`src/rtl/mc_ctrl_pkg.sv`:
```
// Shared encodings for the multi-cycle RV32I control sequencer: opcodes, FSM states,
// mux select codes, ALU control codes and the load/store alignment helpers.
package mc_ctrl_pkg;

  localparam logic [6:0] OP     = 7'b0110011;
  localparam logic [6:0] OP_IMM = 7'b0010011;
  localparam logic [6:0] LOAD   = 7'b0000011;
  localparam logic [6:0] STORE  = 7'b0100011;
  localparam logic [6:0] BRANCH = 7'b1100011;
  localparam logic [6:0] JAL    = 7'b1101111;
  localparam logic [6:0] JALR   = 7'b1100111;
  localparam logic [6:0] LUI    = 7'b0110111;
  localparam logic [6:0] AUIPC  = 7'b0010111;
  localparam logic [6:0] FENCE  = 7'b0001111;
  localparam logic [6:0] SYSTEM = 7'b1110011;

  typedef enum logic [2:0] {StIdle, StFetch, StDecode, StExec, StMem, StWb, StHalt} state_e;

  typedef enum logic [1:0] {PcPlus4 = 2'd0, PcRel = 2'd1, PcJalr = 2'd2} pc_src_e;

  typedef enum logic [1:0] {WbAlu = 2'd0, WbMem = 2'd1, WbPc4 = 2'd2} wb_sel_e;

  typedef enum logic [3:0] {
    AluAdd   = 4'd0,
    AluSub   = 4'd1,
    AluSll   = 4'd2,
    AluSlt   = 4'd3,
    AluSltu  = 4'd4,
    AluXor   = 4'd5,
    AluSrl   = 4'd6,
    AluSra   = 4'd7,
    AluOr    = 4'd8,
    AluAnd   = 4'd9,
    AluPassB = 4'd10
  } alu_op_e;

  // funct3[1:0] gives the access size for both loads and stores.
  function automatic logic mem_misaligned(input logic [2:0] funct3, input logic [1:0] addr_lo);
    case (funct3[1:0])
      2'b01:   return addr_lo[0];
      2'b10:   return |addr_lo;
      default: return 1'b0;
    endcase
  endfunction

  function automatic logic [3:0] store_strobe(input logic [2:0] funct3,
                                              input logic [1:0] addr_lo);
    case (funct3[1:0])
      2'b00:   return 4'b0001 << addr_lo;
      2'b01:   return addr_lo[1] ? 4'b1100 : 4'b0011;
      default: return 4'b1111;
    endcase
  endfunction

endpackage

```
`src/rtl/mc_alu_decode.sv`:
```
// Combinational ALU control decode for OP/OP-IMM/LUI; flags funct7[5] misuse.
module mc_alu_decode
  import mc_ctrl_pkg::*;
(
  input  logic [6:0] opcode,
  input  logic [2:0] funct3,
  input  logic       funct7_b5,
  output logic [3:0] alu_op,
  output logic       illegal
);

  logic is_op;
  logic is_arith;

  assign is_op    = (opcode == OP);
  assign is_arith = is_op || (opcode == OP_IMM);

  always_comb begin
    alu_op  = AluAdd;
    illegal = 1'b0;
    if (is_arith) begin
      // For OP-IMM, funct7[5] is an immediate bit except on shifts.
      case (funct3)
        3'b000: alu_op = (is_op && funct7_b5) ? AluSub : AluAdd;
        3'b001: begin alu_op = AluSll;  illegal = funct7_b5;          end
        3'b010: begin alu_op = AluSlt;  illegal = is_op && funct7_b5; end
        3'b011: begin alu_op = AluSltu; illegal = is_op && funct7_b5; end
        3'b100: begin alu_op = AluXor;  illegal = is_op && funct7_b5; end
        3'b101: alu_op = funct7_b5 ? AluSra : AluSrl;
        3'b110: begin alu_op = AluOr;   illegal = is_op && funct7_b5; end
        default: begin alu_op = AluAnd; illegal = is_op && funct7_b5; end
      endcase
    end else if (opcode == LUI) begin
      alu_op = AluPassB;
    end
  end

endmodule

```
`src/rtl/mc_control_fsm.sv`:
```
// Multi-cycle RV32I control sequencer: FETCH/DECODE/EXEC/MEM/WB with trap detection,
// halt on ECALL/EBREAK and a retired-instruction counter.
module mc_control_fsm
  import mc_ctrl_pkg::*;
#(
  parameter bit          RESET_START = 1'b0,
  parameter int unsigned INSTRET_W   = 32
) (
  input  logic                 clk,
  input  logic                 rst,
  input  logic                 start,
  input  logic [31:0]          instruction,
  input  logic                 branch_cond,
  input  logic [1:0]           mem_addr_lo,
  output logic                 ir_write,
  output logic                 pc_write,
  output logic [1:0]           pc_src,
  output logic                 reg_write_en,
  output logic                 dest_reg_sel,
  output logic                 alu_src_A,
  output logic                 alu_src_B,
  output logic [3:0]           alu_op,
  output logic [3:0]           mem_write_en,
  output logic                 read_enable,
  output logic [1:0]           wb_sel,
  output logic                 busy,
  output logic                 halted,
  output logic                 illegal,
  output logic [INSTRET_W-1:0] instret
);

  state_e                 state;
  logic                   illegal_q;
  logic [INSTRET_W-1:0]   instret_q;

  logic [6:0] opcode;
  logic [2:0] funct3;
  logic [6:0] funct7;
  assign opcode = instruction[6:0];
  assign funct3 = instruction[14:12];
  assign funct7 = instruction[31:25];

  logic is_op, is_op_imm, is_load, is_store, is_branch, is_jal, is_jalr;
  logic is_lui, is_auipc, is_fence;
  assign is_op     = (opcode == OP);
  assign is_op_imm = (opcode == OP_IMM);
  assign is_load   = (opcode == LOAD);
  assign is_store  = (opcode == STORE);
  assign is_branch = (opcode == BRANCH);
  assign is_jal    = (opcode == JAL);
  assign is_jalr   = (opcode == JALR);
  assign is_lui    = (opcode == LUI);
  assign is_auipc  = (opcode == AUIPC);
  assign is_fence  = (opcode == FENCE);

  logic [3:0] dec_alu_op;
  logic       dec_illegal;

  mc_alu_decode u_alu_decode (
    .opcode    (opcode),
    .funct3    (funct3),
    .funct7_b5 (funct7[5]),
    .alu_op    (dec_alu_op),
    .illegal   (dec_illegal)
  );

  logic funct7_rsvd, is_illegal, is_sys_halt, misaligned, retire;
  // Only funct7[5] may ever be set in a legal R-type or shift-immediate.
  assign funct7_rsvd = |(funct7 & 7'b1011111);
  assign misaligned  = (is_load || is_store) && mem_misaligned(funct3, mem_addr_lo);
  assign retire = ((state == StExec) && (is_branch || is_jal || is_jalr || is_fence)) ||
                  ((state == StMem) && is_store) || (state == StWb);

  always_comb begin
    is_illegal  = 1'b0;
    is_sys_halt = 1'b0;
    case (opcode)
      OP:               is_illegal = dec_illegal || funct7_rsvd;
      OP_IMM:           is_illegal = dec_illegal || ((funct3[1:0] == 2'b01) && funct7_rsvd);
      LOAD:             is_illegal = (funct3 == 3'b011) || (funct3[2:1] == 2'b11);
      STORE:            is_illegal = funct3[2] || (funct3[1:0] == 2'b11);
      BRANCH:           is_illegal = (funct3[2:1] == 2'b01);
      JALR:             is_illegal = (funct3 != 3'b000);
      FENCE:            is_illegal = (funct3[2:1] != 2'b00);
      JAL, LUI, AUIPC:  is_illegal = 1'b0;
      SYSTEM: begin
        // Only ECALL and EBREAK are recognised; CSR accesses trap.
        is_sys_halt = (instruction[31:7] == 25'h0) || (instruction[31:7] == 25'h2000);
        is_illegal  = !is_sys_halt;
      end
      default:          is_illegal = 1'b1;
    endcase
  end

  always_ff @(posedge clk or negedge rst) begin
    if (!rst) begin
      state     <= StIdle;
      illegal_q <= 1'b0;
      instret_q <= '0;
    end else begin
      unique case (state)
        StIdle:   if (start || RESET_START) state <= StFetch;
        StFetch:  state <= StDecode;
        StDecode: begin
          if (is_illegal) begin
            state     <= StHalt;
            illegal_q <= 1'b1;
          end else if (is_sys_halt) begin
            state <= StHalt;
          end else begin
            state <= StExec;
          end
        end
        StExec: begin
          if (misaligned) begin
            state     <= StHalt;
            illegal_q <= 1'b1;
          end else if (is_load || is_store) begin
            state <= StMem;
          end else if (is_op || is_op_imm || is_lui || is_auipc) begin
            state <= StWb;
          end else begin
            state <= StFetch;
          end
        end
        StMem:    state <= is_store ? StFetch : StWb;
        StWb:     state <= StFetch;
        default:  state <= StHalt;
      endcase
      if (retire) instret_q <= instret_q + {{(INSTRET_W-1){1'b0}}, 1'b1};
    end
  end

  always_comb begin
    ir_write     = 1'b0;
    pc_write     = 1'b0;
    pc_src       = PcPlus4;
    reg_write_en = 1'b0;
    dest_reg_sel = 1'b0;
    alu_src_A    = 1'b0;
    alu_src_B    = 1'b0;
    alu_op       = AluAdd;
    mem_write_en = 4'b0000;
    read_enable  = 1'b0;
    wb_sel       = WbAlu;
    // ALU controls stay put from EXEC through MEM/WB so the result remains valid.
    if (state inside {StExec, StMem, StWb}) begin
      if (is_op) begin
        alu_op = dec_alu_op;
      end else if (is_op_imm) begin
        alu_src_B = 1'b1;
        alu_op    = dec_alu_op;
      end else if (is_lui) begin
        alu_src_B = 1'b1;
        alu_op    = AluPassB;
      end else if (is_auipc || is_branch) begin
        alu_src_A = 1'b1;
        alu_src_B = 1'b1;
      end else if (is_load || is_store || is_jalr) begin
        alu_src_B = 1'b1;
      end
    end
    unique case (state)
      StFetch: ir_write = 1'b1;
      StExec: begin
        if (is_branch) begin
          pc_write = 1'b1;
          pc_src   = branch_cond ? PcRel : PcPlus4;
        end else if (is_jal || is_jalr) begin
          reg_write_en = 1'b1;
          dest_reg_sel = 1'b1;
          wb_sel       = WbPc4;
          pc_write     = 1'b1;
          pc_src       = is_jal ? PcRel : PcJalr;
        end else if (is_fence) begin
          pc_write = 1'b1;
        end
      end
      StMem: begin
        if (is_store) begin
          mem_write_en = store_strobe(funct3, mem_addr_lo);
          pc_write     = 1'b1;
        end else begin
          read_enable = 1'b1;
        end
      end
      StWb: begin
        reg_write_en = 1'b1;
        dest_reg_sel = 1'b1;
        wb_sel       = is_load ? WbMem : WbAlu;
        pc_write     = 1'b1;
      end
      default: ;
    endcase
  end

  assign busy    = (state != StIdle) && (state != StHalt);
  assign halted  = (state == StHalt);
  assign illegal = illegal_q;
  assign instret = instret_q;

endmodule

```
`config.mk`:
```
export PLATFORM = sky130hd
export DESIGN_NAME = mc_control_fsm
export DESIGN_NICKNAME = d
export VERILOG_FILES = /design/src/rtl/mc_ctrl_pkg.sv /design/src/rtl/mc_alu_decode.sv /design/src/rtl/mc_control_fsm.sv
export SDC_FILE = /design/constraint.sdc
export NUM_CORES = 1
export LEC_CHECK = 0
export BUFFER_PORTS_ARGS = -buffer_cell sky130_fd_sc_hd__buf_2
export CORE_MARGIN = 3
export CORE_UTILIZATION = 26
export DETAILED_ROUTE_END_ITERATION = 10
export SYNTH_ARGS = -nofsm -noshare
export SYNTH_HDL_FRONTEND = slang
export SYNTH_HIERARCHICAL = 1
export SYNTH_SLANG_ARGS = --single-unit
```
`constraint.sdc`:
```
create_clock -name clk -period 3.5 [get_ports clk]
set_clock_uncertainty 0.1 [all_clocks]
set_input_delay 0.35 -clock clk [delete_from_list [all_inputs] [get_ports clk]]
set_output_delay 0.35 -clock clk [all_outputs]
set_load 0.01 [all_outputs]
```
After elaboration in Yosys (flattened, before gate mapping)
Cells that the tools add are included.
{"block": "word_totals", "word_cells": 135, "out_inout_bits": 54, "in_bits": 38, "regBits": 36}
{"block": "classes", "add_sub_neg": 1, "eq_ne": 33, "n_mux": 59, "shifts": 1, "n_reduce_logical": 38}
{"op": "adder 32 x 1 -> 32 bit (second input constant)", "count": 1}
{"op": "two-way mux 4 bit", "count": 8}
{"op": "equality test 7 bit (second input constant)", "count": 4}
{"op": "two-way mux 1 bit", "count": 28}
{"op": "one-hot mux 4 bit (7 select lines)", "count": 1}
{"op": "equality test 25 x 14 -> 1 bit (second input constant)", "count": 1}
{"op": "zero test 25 bit", "count": 1}
{"op": "equality test 7 x 6 -> 1 bit (second input constant)", "count": 3}
{"op": "two-way mux 3 bit", "count": 7}
{"op": "equality test 3 bit (second input constant)", "count": 6}
{"op": "one-hot mux 3 bit (6 select lines)", "count": 1}
{"op": "logical OR 1 bit", "count": 17}
{"op": "equality test 7 x 5 -> 1 bit (second input constant)", "count": 2}
{"op": "equality test 3 x 2 -> 1 bit (second input constant)", "count": 4}
{"op": "two-way mux 2 bit", "count": 6}
{"op": "one-hot mux 1 bit (9 select lines)", "count": 1}
{"op": "nonzero test 3 bit", "count": 3}
{"op": "one-hot mux 1 bit (2 select lines)", "count": 4}
{"op": "one-hot mux 4 bit (2 select lines)", "count": 1}
{"op": "equality test 7 x 2 -> 1 bit (second input constant)", "count": 1}
{"op": "equality test 7 x 4 -> 1 bit (second input constant)", "count": 1}
{"op": "equality test 2 bit (second input constant)", "count": 3}
{"op": "equality test 3 x 1 -> 1 bit (second input constant)", "count": 2}
{"op": "logical AND 1 bit", "count": 6}
{"op": "14 further kinds", "count": 20}

Logic depth before layout (Yosys ltp)
Gate-level depths: netlist (run 1).
{"block": "depth", "word_depth": 9, "mapped_depth": 9, "depth_no_buf": 8}

Modules after synthesis
The synthesis (run 1) kept the hierarchy.
{"module": "mc_control_fsm", "seq_area_each_um2": 900.9, "cells_each": 262, "area_per_inst_um2": 2387.3, "n_inst": 1}
{"module": "mc_alu_decode", "seq_area_each_um2": 0.0, "cells_each": 25, "area_per_inst_um2": 167.7, "n_inst": 1}

Worst setup path after synthesis (run 1)
Ideal clock, no wire load.
{"block": "synth_path", "path_type": "flip-flop to output port", "startpoint": "reg state[2]", "endpoint": "out reg_write_en", "path_stages_with_launch": 7, "path_buffers": 2, "arrival_ns": 1.564, "path_slack_ns": 1.486, "required_time_ns": 3.050, "path_cell_list": "dfrtp_1 > buf_6 > nand3b_1 > nor3_2 > nand2_1 > o21ai_0 > buf_4"}
{"block": "synth_via", "elab_chain_cells": 2, "elab_cells_between_ends": 3, "classes_between": "eq/ne (2); mux (1)"}
{"element": "from (decl)", "line": "mc_control_fsm.sv:32", "text": "state_e state;"}
{"element": "from (signal assigned)", "line": "mc_control_fsm.sv:97", "text": "state <= StIdle;"}
{"element": "from (signal assigned)", "line": "mc_control_fsm.sv:102", "text": "StIdle: if (start || RESET_START) state <= StFetch;"}
{"element": "from (signal assigned)", "line": "mc_control_fsm.sv:103", "text": "StFetch: state <= StDecode;"}
{"element": "equality test 3 bit / equality test 3 x 2 -> 1 bit (equally long branches)"}
{"element": "one-hot mux 1 bit (2 select lines) (*)"}
{"element": "to (decl)", "line": "mc_control_fsm.sv:18", "text": "output logic reg_write_en,"}
Every way passes the cells marked *; elsewhere a longest branch is shown, timed or not.

Final worst setup path (run 1)
{"block": "layout_path", "startpoint": "reg state[0]", "endpoint": "out dest_reg_sel"}
{"block": "layout_via", "elab_chain_cells": 2, "elab_cells_between_ends": 3, "classes_between": "eq/ne (2); mux (1)"}
{"element": "equality test 3 bit / equality test 3 x 2 -> 1 bit (equally long branches)", "line": "mc_control_fsm.sv:163", "text": "unique case (state)"}
{"element": "one-hot mux 1 bit (2 select lines) (*)", "line": "mc_control_fsm.sv:163"}
{"element": "to (decl)", "line": "mc_control_fsm.sv:19", "text": "output logic dest_reg_sel,"}
Marked as above.

==> results of run 1 <==
-- layer usage --
metal  share of wire  wire [um]  up-vias
met3           0.067        420        4
met5               0          0        -
met4          0.0057         36        0
li1                -          -     1182
met2            0.47       2980       85
met1            0.45       2850     1080
-- how the worst min path moves through the flow --
stage / from / end / slack [ps] / depth (start not counted)
detailed placement: instret[13]$_DFFE_PN0P_ / instret[13]$_DFFE_PN0P_ / 380 / 1
floorplan: rst / illegal$_DFFE_PN0P_ / -50 / 0
finish: rst / instret[28]$_DFFE_PN0P_ / 50 / 1
global route: rst / instret[28]$_DFFE_PN0P_ / 110 / 1
CTS: rst / instret[28]$_DFFE_PN0P_ / 80 / 1
global placement: instret[31]$_DFFE_PN0P_ / instret[31]$_DFFE_PN0P_ / 360 / 1
-- flip-flops by register name (all words and copies together), names as in the netlist --
name     flops
instret     32
state        3
illegal      1
-- power by group --
| part | leakage [nW] | switching (mW) | internal, mW |
|---|---|---|---|
| clock | 0.0479 | 0.153 | 0.139 |
| combinational | 1.08 | 0.0588 | 0.0384 |
| sequential | 0.487 | 0.00178 | 0.417 |
| total | 1.61 | 0.213 | 0.594 |
-- stage by stage --
stage	power, mW	hold WS [ps]	cells	util	worst slack (ps)
3_5_place_dp	0.525	376	495	0.327	1230
3_3_place_gp	0.524	362	495	0.327	1260
4_1_cts	0.821	76.9	503	0.336	1060
6_report	0.807	47.4	503	0.336	1110
2_1_floorplan	0.478	-45.6	287	-	1490
5_1_grt	0.851	114	503	0.336	831
-- Yosys cell counts (all sizes together), types with 4 or more instances --
| cell type | number |
|---|---|
| and3 | 11 |
| ha | 5 |
| and4 | 6 |
| a21oi | 14 |
| nand2 | 34 |
| nor2 | 25 |
| nor3 | 11 |
| o21ai | 7 |
| nand3b | 4 |
| nor4 | 10 |
| inv | 10 |
| nand3 | 18 |
| buf | 10 |
| nand4 | 6 |
| nor2b | 4 |
| nand2b | 6 |
| xnor2 | 21 |
| xor2 | 10 |
| dfrtp | 36 |
-- layout make-up --
cell class,count,area [um2]
Fill cell,1011,6250
Sequential cell,36,901
Multi-Input combinational cell,230,1530
Clock inverter,3,18.8
Tap cell,129,161
Timing Repair Buffer,90,450
Clock buffer,5,68.8
Inverter,10,40.0
-- cells by family (layout without fill, tap and decap cells) --
group                    after synthesis  after routing  synth area share
multiplexers                           2              2           0.00784
buffers and inverters                 21            108            0.0500
XOR/XNOR                              31             31             0.109
AND/OR/NAND/NOR                      151            151             0.336
adder cells (fa/ha/maj)                5              5            0.0245
AO/OA/AOI/OAI                         41             41             0.119
flip-flops                            36             36             0.353
-- worst register-to-register path, cell delays in order, from the launching register on --
cell and delay [ps]:
dfrtp_1 570, nand3b_1 230, nor3_2 260, a2bb2oi_4 140, inv_4 130, nand2_4 60, or3_4 400, xnor2_2 130
==> impl_metrics.csv, run 1 <==
group,metric,value,unit
finish,layout.nets,416,
yosys,synth_cells,287,
yosys,syn_area,0.00255,mm2
clocking,numCtsBuffers,5,
worst_setup_path,setup.worst_path.start_class,"flop",
floorplan,start_util,0.271,
sta,setup_viol,0,
grt,grt_overflow,0,
clocking,htreeDepth,2,
sta,period_needed,2390,ps
worst_setup_path,cp_top_family,"simple AND/OR/NAND/NOR gates",
placed_design,io_buffers,90,
yosys,synthTopCellsByArea,"dfrtp_1 35%, xnor2_1 6.9%, nand2_1 4.8%",
clocking,root_buffer,"clkbuf_8",
floorplan,rows,35,
yosys,yosysWarnings,6,
worst_setup_path,crit_type,"reg -> out",
grt,grt_util_all_layers,0.115,
worst_setup_path,reg2reg_depth,7,
worst_setup_path,path_cells,"nand3b_1, nor3_2, nand2_1, o21ai_0, buf_2",
yosys,ys_seq_area_frac,0.353,
floorplan,die_x,105,um
floorplan,fp.dieH,105,um
drt,drcViolationCount,0,
sta,period_share,0.684,
clocking,cts_tree,"built",
job,cap_violations,0,
grt,grt_pass1_wl,10.9,mm
outcome,outcome,"completed",
sta,hold_viol,0,
placed_design,hpwl,4.87,mm
grt,antenna_found_initial,0,
sta,slew_headroom,0.464,
drt,ant_nets,0,
clocking,cts_setup_buffers,0,
sta,clock.fmax,418,MHz
grt,grt_pass1_vias,2332,
worst_setup_path,worst_setup_path_end_kind,"output pin",
drt,wl_per_cell,12.5,um
drt,routed_wl,6.28,mm
pwr,power_per_cell_area,255,mW/mm2
pwr,vdd_ir_drop_max,110,uV
floorplan,dieArea,0.0111,mm2
sta,rsz0062_at_grt,"false",
worst_setup_path,cp_num_buf_inv,1,
drt,firstDrtPassIters,4,
yosys,synth-seq-cells,36,
yosys,synthArstFlopShare,1.00,
yosys,synthDistinctLibCells,58,
clocking,clock_path_buffers,2,
placed_design,placed_cell_area,0.00308,mm2
clocking,cts_num_sinks,36,
worst_setup_path,r2r-start,"state[0]$_DFFE_PN0P_",
grt,grt_use_met2,0.198,
finish,synthToLayoutAreaGrowth,23.9,%
grt,use_met1,0.148,
finish,final_cell_area,0.00317,mm2
placed_design,gp_congestion,0.798,
clocking,cts_resized,0,
worst_setup_path,max_stage_delay,570,ps
sta,tightest_slew,804,ps
floorplan,core_area,0.00942,mm2
yosys,synth_top_area_share,0.353,
yosys,synth_edf_count,0,
sta,fin_tns_setup,0,ps
clocking,hold_buffers,0,
worst_setup_path,arrival,1940,ps
worst_setup_path,crit_slowest_cell,"dfrtp_1",
finish,drive_gt1_frac,0.316,
worst_setup_path,cp.depth,5,
sta,slew_violations,0,
worst_hold_path,holdCritPathClass,"in -> async",
yosys,synth-main-ff-cell,"dfrtp_1",
worst_setup_path,required,3050,ps
clocking,clkLatencyLatePin,290,ps
yosys,synth_fp_nets,330,
drt,drt_iter0_drc,87,
grt,grt_max_degree,37,
yosys,avgSynthCellArea,8.90,um2
worst_setup_path,timing.rr.end,"instret[8]$_DFFE_PN0P_",
pwr,p_leak,1.61,nW
drt,vias,2351,
worst_setup_path,crit_start,"state[0]$_DFFE_PN0P_",
finish,layout_common_cells,"90 x buf_2, 36 x dfrtp_1, 33 x nand2_1, 25 x nor2_1, 20 x xnor2_1",
yosys,synth_top_cell_by_area,"dfrtp_1",
floorplan,io_pins,92,
worst_setup_path,crit_fanout,12,
grt,top_usage_layer,"met2",
grt,grt_util_met3,0.0253,
clocking,cts.clk_slew.worst_paths,80,ps
drt,viasPerCell,4.67,
finish,mostFrequentLayoutCell,"buf_2",
finish,diodes,0,
worst_setup_path,ff2ff_setup_slack,1370,ps
worst_setup_path,crit_end,"dest_reg_sel",
No activity file was read; power rests on OpenSTA's default activity.
==> inputs of run 2 (changes only) <==
==> constraint.sdc (replaced) <==
create_clock -name clk -period 2.1 [get_ports clk]
set_clock_uncertainty 0.1 [all_clocks]
set_input_delay 0.21 -clock clk [delete_from_list [all_inputs] [get_ports clk]]
set_output_delay 0.21 -clock clk [all_outputs]
set_load 0.01 [all_outputs]
==> run 2 against run 1 <==
Worst setup slack worse by 960 ps; cell count rose by 3.2%; utilization increased by 1.6 points; sequential share of layout area is 1.3 points lower; design area is 4.8% higher; global-route usage fell by 0.089 points; sequential cell count is the same; highest routed layer unchanged; worst hold slack better by 240 ps.
==> impl_metrics.csv, run 2 (synthesis results as in run 1) <==
group,metric,value,unit
finish,diodes,0,
sta,setup_ws,144,ps
finish,layout.nets,432,
worst_setup_path,arrival,2030,ps
floorplan,die_x,105,um
worst_setup_path,setup.worst_path.start_class,"flop",
worst_setup_path,path_cells,"and4_1, and3_1, and3_1, and4_1, nand3_2, xnor2_1",
sta,period_share,0.932,
finish,mostFrequentLayoutCell,"buf_2",
placed_design,hpwl,5.16,mm
sta,fin_tns_setup,0,ps
grt,antenna_found_initial,0,
drt,dr.max_layer_used,"met4",
clocking,numCtsBuffers,5,
pwr,vdd_ir_drop_max,209,uV
worst_setup_path,crit_type,"reg -> reg",
outcome,outcome,"completed",
worst_setup_path,crit_fanout,5,
sta,clock.fmax,511,MHz
grt,grt_max_degree,37,
sta,setup_viol,0,
floorplan,fp.dieH,105,um
floorplan,start_util,0.271,
sta,hold_viol,0,
placed_design,place_ws,88.0,ps
grt,grt_overflow,0,
worst_setup_path,ff2ff_setup_slack,140,ps
drt,m1WireLength,2.99,mm
finish,drive_gt1_frac,0.344,
grt,grt_pass1_wl,10.7,mm
clocking,cts_num_sinks,36,
clocking,cts.clk_slew.worst_paths,70,ps
clocking,htreeDepth,2,
drt,dr_wl_met2,3.06,mm
sta,tightest_slew,811,ps
drt,drt_iter0_drc,93,
drt,wl_met3,416,um
job,cap_violations,0,
grt,grt_util_all_layers,0.114,
placed_design,gp_congestion,0.807,
sta,period_needed,1960,ps
floorplan,dieArea,0.0111,mm2
worst_hold_path,holdCritPathClass,"in -> reg",
drt,viasPerCell,4.77,
drt,firstDrtPassIters,4,
sta,slew_violations,0,
pwr,power.total,1.46,mW
worst_setup_path,worst_setup_path_end_kind,"flop",
worst_setup_path,max_stage_delay,400,ps
drt,routed_wl,6.51,mm
clocking,clkLatencyLatePin,280,ps
finish,largest_reg_flops,32,
clocking,cts_tree,"built",
drt,wl_per_cell,12.5,um
sta,rsz0062_at_grt,"false",
drt,vias,2475,
pwr,power_per_cell_area,441,mW/mm2
finish,synthToLayoutAreaGrowth,29.9,%
floorplan,core_area,0.00942,mm2
worst_setup_path,required,2170,ps
floorplan,rows,35,
pwr,p_leak,1.70,nW
grt,grt_pass1_vias,2285,
finish,final_util,0.352,
clocking,root_buffer,"clkbuf_8",
floorplan,io_pins,92,
clocking,clock_path_buffers,2,
worst_setup_path,crit_slowest_cell,"dfrtp_1",
drt,drcViolationCount,0,
sta,slew_headroom,0.459,
placed_design,io_buffers,90,
finish,layout_common_cells,"90 x buf_2, 35 x dfrtp_1, 33 x nand2_1, 25 x nor2_1, 20 x xnor2_1",
drt,ant_nets,0,
==> run 2: layer usage <==
metal  vias to the layer above  global-route usage
met4                         0              0.0262
li1                       1217                   -
met3                         6              0.0229
met2                        94               0.190
met1                      1158               0.153
met5                         -                   0
==> run 2: cell type report <==
cell class              instances  area, um2
clock buffers                   6       72.6
clock inverters                 2       35.0
fillers                       979       6100
inverters                      10       40.0
multi-input cells             230       1530
flip-flops and latches         36        902
well taps                     129        161
repair buffers                106        573
==> run 2: worst paths after layout <==
| path | start | end | depth (start not counted) |
|---|---|---|---|
| min in group asynchronous | rst | instret[12]$_DFFE_PN0P_ | 2 |
| max reg2reg | instret[12]$_DFFE_PN0P_ | instret[20]$_DFFE_PN0P_ | 6 |
| min reg2reg | instret[31]$_DFFE_PN0P_ | instret[31]$_DFFE_PN0P_ | 1 |
| max in group asynchronous | rst | state[0]$_DFFE_PN0P_ | 2 |
| max | instret[12]$_DFFE_PN0P_ | instret[20]$_DFFE_PN0P_ | 6 |
| min | mem_addr_lo[1] | state[1]$_DFFE_PN0P_ | 5 |
==> run 2: metrics by stage <==
step,instances,area (um2),hold WS (ps)
2_1_floorplan,287,2550,-186
3_3_place_gp,508,3180,249
3_5_place_dp,508,3180,248
4_1_cts,517,3290,268
5_1_grt,519,3320,302
6_report,519,3320,283
==> run 2: power breakdown <==
part           switching [mW]  internal, mW  total, mW
Sequential            0.00287         0.695      0.698
Clock                   0.239         0.352      0.592
Combinational           0.101        0.0716      0.173
==> run 2: repair_timing <==
item / 4_1_cts / 5_1_grt
hold buffers: 1 / 0
endpoints found under the setup margin: 2 / 11
endpoints found under the hold margin: 36 / 0
resized for setup: 1 / 3
buffers inserted: 0 / 2
==> run 2: critical path, delay by kind of cell (launching register included) <==
family	cells	cell delay, ps
simple gates	5	1220
flops	1	400
xor+xnor	1	130
==> inputs of run 3 (changes only) <==
--- a/config.mk
+++ b/config.mk
@@ -9,6 +9,7 @@
 export CORE_MARGIN = 3
 export CORE_UTILIZATION = 26
 export DETAILED_ROUTE_END_ITERATION = 10
+export GPL_TIMING_DRIVEN = 0
 export SYNTH_ARGS = -nofsm -noshare
 export SYNTH_HDL_FRONTEND = slang
 export SYNTH_HIERARCHICAL = 1
==> run 3 against run 2 <==
Combinational power grew 2%; count of clock-buffer cells in the layout fell by 1; maximum frequency fell by 3.3%; cell count increased by 0.58%; wire length increased by 2.3%; sequential power about the same; sequential share of layout area fell by 0.56 points; die area is the same; critical path depth grew 1; register-to-register slack lost 40 ps; clock power shrank 18%; global-route usage rose by 0.55 points; critical path type is now reg -> out; largest cell class unchanged; largest power group unchanged.
==> impl_metrics.csv, run 3 (synthesis results as in run 1) <==
group,metric,value,unit
drt,viasPerCell,4.73,
worst_setup_path,max_stage_delay,370,ps
worst_setup_path,setup.worst_path.start_class,"flop",
grt,grt_pass1_vias,2325,
finish,nFillCells,1001,
finish,drive_gt1_frac,0.379,
sta,hold_viol,0,
finish,layout_common_cells,"93 x buf_2, 36 x dfrtp_1, 30 x nand2_1, 23 x nor2_1, 20 x xnor2_1",
sta,setup_viol,0,
sta,period_needed,2020,ps
floorplan,fp.dieH,105,um
clocking,clock_path_buffers,2,
worst_setup_path,crit_fanout,7,
sta,slew_headroom,0.450,
drt,dr_wl_met2,3.09,mm
pwr,vdd_ir_drop_max,213,uV
pwr,pwr-share-clk,0.358,
placed_design,place_inst,506,
worst_setup_path,crit_top_cell,"buf_6",
clocking,cts_num_sinks,36,
finish,final_util,0.359,
placed_design,placed_cell_area,0.00317,mm2
worst_setup_path,cp_top_family,"simple AND/OR/NAND/NOR gates",
drt,firstDrtPassIters,4,
pwr,p_int,0.997,mW
grt,antenna_found_initial,0,
pwr,power_per_cell_area,403,mW/mm2
finish,final_cell_area,0.00338,mm2
finish,largest_reg_flops,32,
drt,drt_iter0_drc,67,
clocking,root_buffer,"clkbuf_8",
clocking,clkLatencyLatePin,290,ps
placed_design,hpwl,5.14,mm
worst_setup_path,crit_slowest_cell,"dfrtp_1",
grt,grt_max_degree,37,
grt,grt_pass1_wl,11.1,mm
grt,grt_overflow,0,
floorplan,dieArea,0.0111,mm2
finish,synthToLayoutAreaGrowth,32.4,%
sta,hold_ws,272,ps
finish,diodes,0,
floorplan,core_area,0.00942,mm2
worst_setup_path,required,1790,ps
pwr,pwr-share-seq,0.512,
finish,layout.nets,435,
finish,mostFrequentLayoutCell,"buf_2",
worst_hold_path,holdCritPathClass,"in -> reg",
grt,grt_util_all_layers,0.120,
drt,routed_wl,6.66,mm
worst_setup_path,r2r-start,"state[2]$_DFFE_PN0P_",
clocking,htreeDepth,2,
sta,fin_tns_setup,0,ps
drt,m1WireLength,3.04,mm
outcome,outcome,"completed",
sta,clock.fmax,494,MHz
pwr,combPwrFrac,0.130,
floorplan,io_pins,92,
pwr,sw_frac_of_total,0.268,
sta,rsz0062_at_grt,"true",
placed_design,io_buffers,90,
drt,dr.max_layer_used,"met4",
drt,wl_met3,451,um
clocking,cts_tree,"built",
drt,ant_nets,0,
pwr,p_leak,1.73,nW
worst_setup_path,arrival,1710,ps
sta,slew_violations,0,
pwr,power.net_switching,0.365,mW
worst_setup_path,cp_num_buf_inv,3,
floorplan,start_util,0.271,
job,cap_violations,0,
finish,fin_cells,522,
drt,vias,2467,
worst_hold_path,holdCritStartpoint,"mem_addr_lo[1]",
clocking,cts.clk_slew.worst_paths,70,ps
worst_setup_path,crit_start,"state[2]$_DFFE_PN0P_",
clocking,numCtsBuffers,5,
floorplan,rows,35,
worst_setup_path,crit_type,"reg -> out",
sta,tightest_slew,825,ps
worst_setup_path,worst_setup_path_end_kind,"output pin",
placed_design,gp_congestion,0.826,
worst_setup_path,path_cells,"buf_6, nand3b_1, nor3_4, nand2_2, buf_6, a21oi_2, buf_2",
drt,drcViolationCount,0,
sta,period_share,0.963,
floorplan,die_x,105,um
drt,wl_per_cell,12.8,um
-- run 3: worst reg2reg max path, cell delays in order, from the launching register on --
cell       delay (ps)
dfrtp_1           370
buf_6             130
nand3b_1          230
nor3_4            240
a2bb2oi_4         130
inv_4             130
nand2_4            60
or3_4             380
xnor2_2           130
-- run 3: power groups by stage --
stage | combinational, mW | sequential, mW | clock (mW)
6_report | 0.177 | 0.698 | 0.487
5_1_grt | 0.196 | 0.698 | 0.530
4_1_cts | 0.175 | 0.698 | 0.505
3_5_place_dp | 0.172 | 0.712 | 0
3_3_place_gp | 0.170 | 0.712 | 0
2_1_floorplan | 0.0847 | 0.712 | 0
-- run 3: metal layers --
metal	GRT usage	vias to the layer above
met1	0.161	1142
met3	0.0284	11
met2	0.191	92
met5	0	-
met4	0.0375	0
li1	-	1222
-- run 3: cell type report --
cell class / instances / area, um2 / area share
clock buffer: 5 / 68.8 / 0.0203
timing repair buffer: 99 / 528 / 0.156
clock inverter: 3 / 18.8 / 0.00555
inverter: 10 / 40.0 / 0.0118
multi-input combinational: 230 / 1580 / 0.467
buffer: 10 / 83.8 / 0.0248
sequential: 36 / 901 / 0.266
tap: 129 / 161 / 0.0477
-- run 3: final timing paths --
path | end | slack (ps) | cells after the start
worst max-delay path | pc_src[0] | 80 | 7
worst min-delay path | state[1]$_DFFE_PN0P_ | 270 | 5
worst max register to register | instret[8]$_DFFE_PN0P_ | 100 | 8
worst min register to register | instret[31]$_DFFE_PN0P_ | 370 | 1
max in group asynchronous | instret[16]$_DFFE_PN0P_ | 920 | 2
min in group asynchronous | instret[15]$_DFFE_PN0P_ | 450 | 2
-- run 3: through the flow --
stage | setup WS, ps | total power, mW
6_report | 77.0 | 1.36
5_1_grt | -26.8 | 1.42
4_1_cts | -6.49 | 1.38
3_5_place_dp | -4.73 | 0.883
3_3_place_gp | 14.6 | 0.881
2_1_floorplan | 158 | 0.797
-- run 3: repair_timing --
item,4_1_cts,5_1_grt
gates resized for setup,7,14
setup endpoints to repair,6,29
hold endpoints to repair,36,0
pin swaps,4,7
hold buffers,1,0
setup buffers,3,5
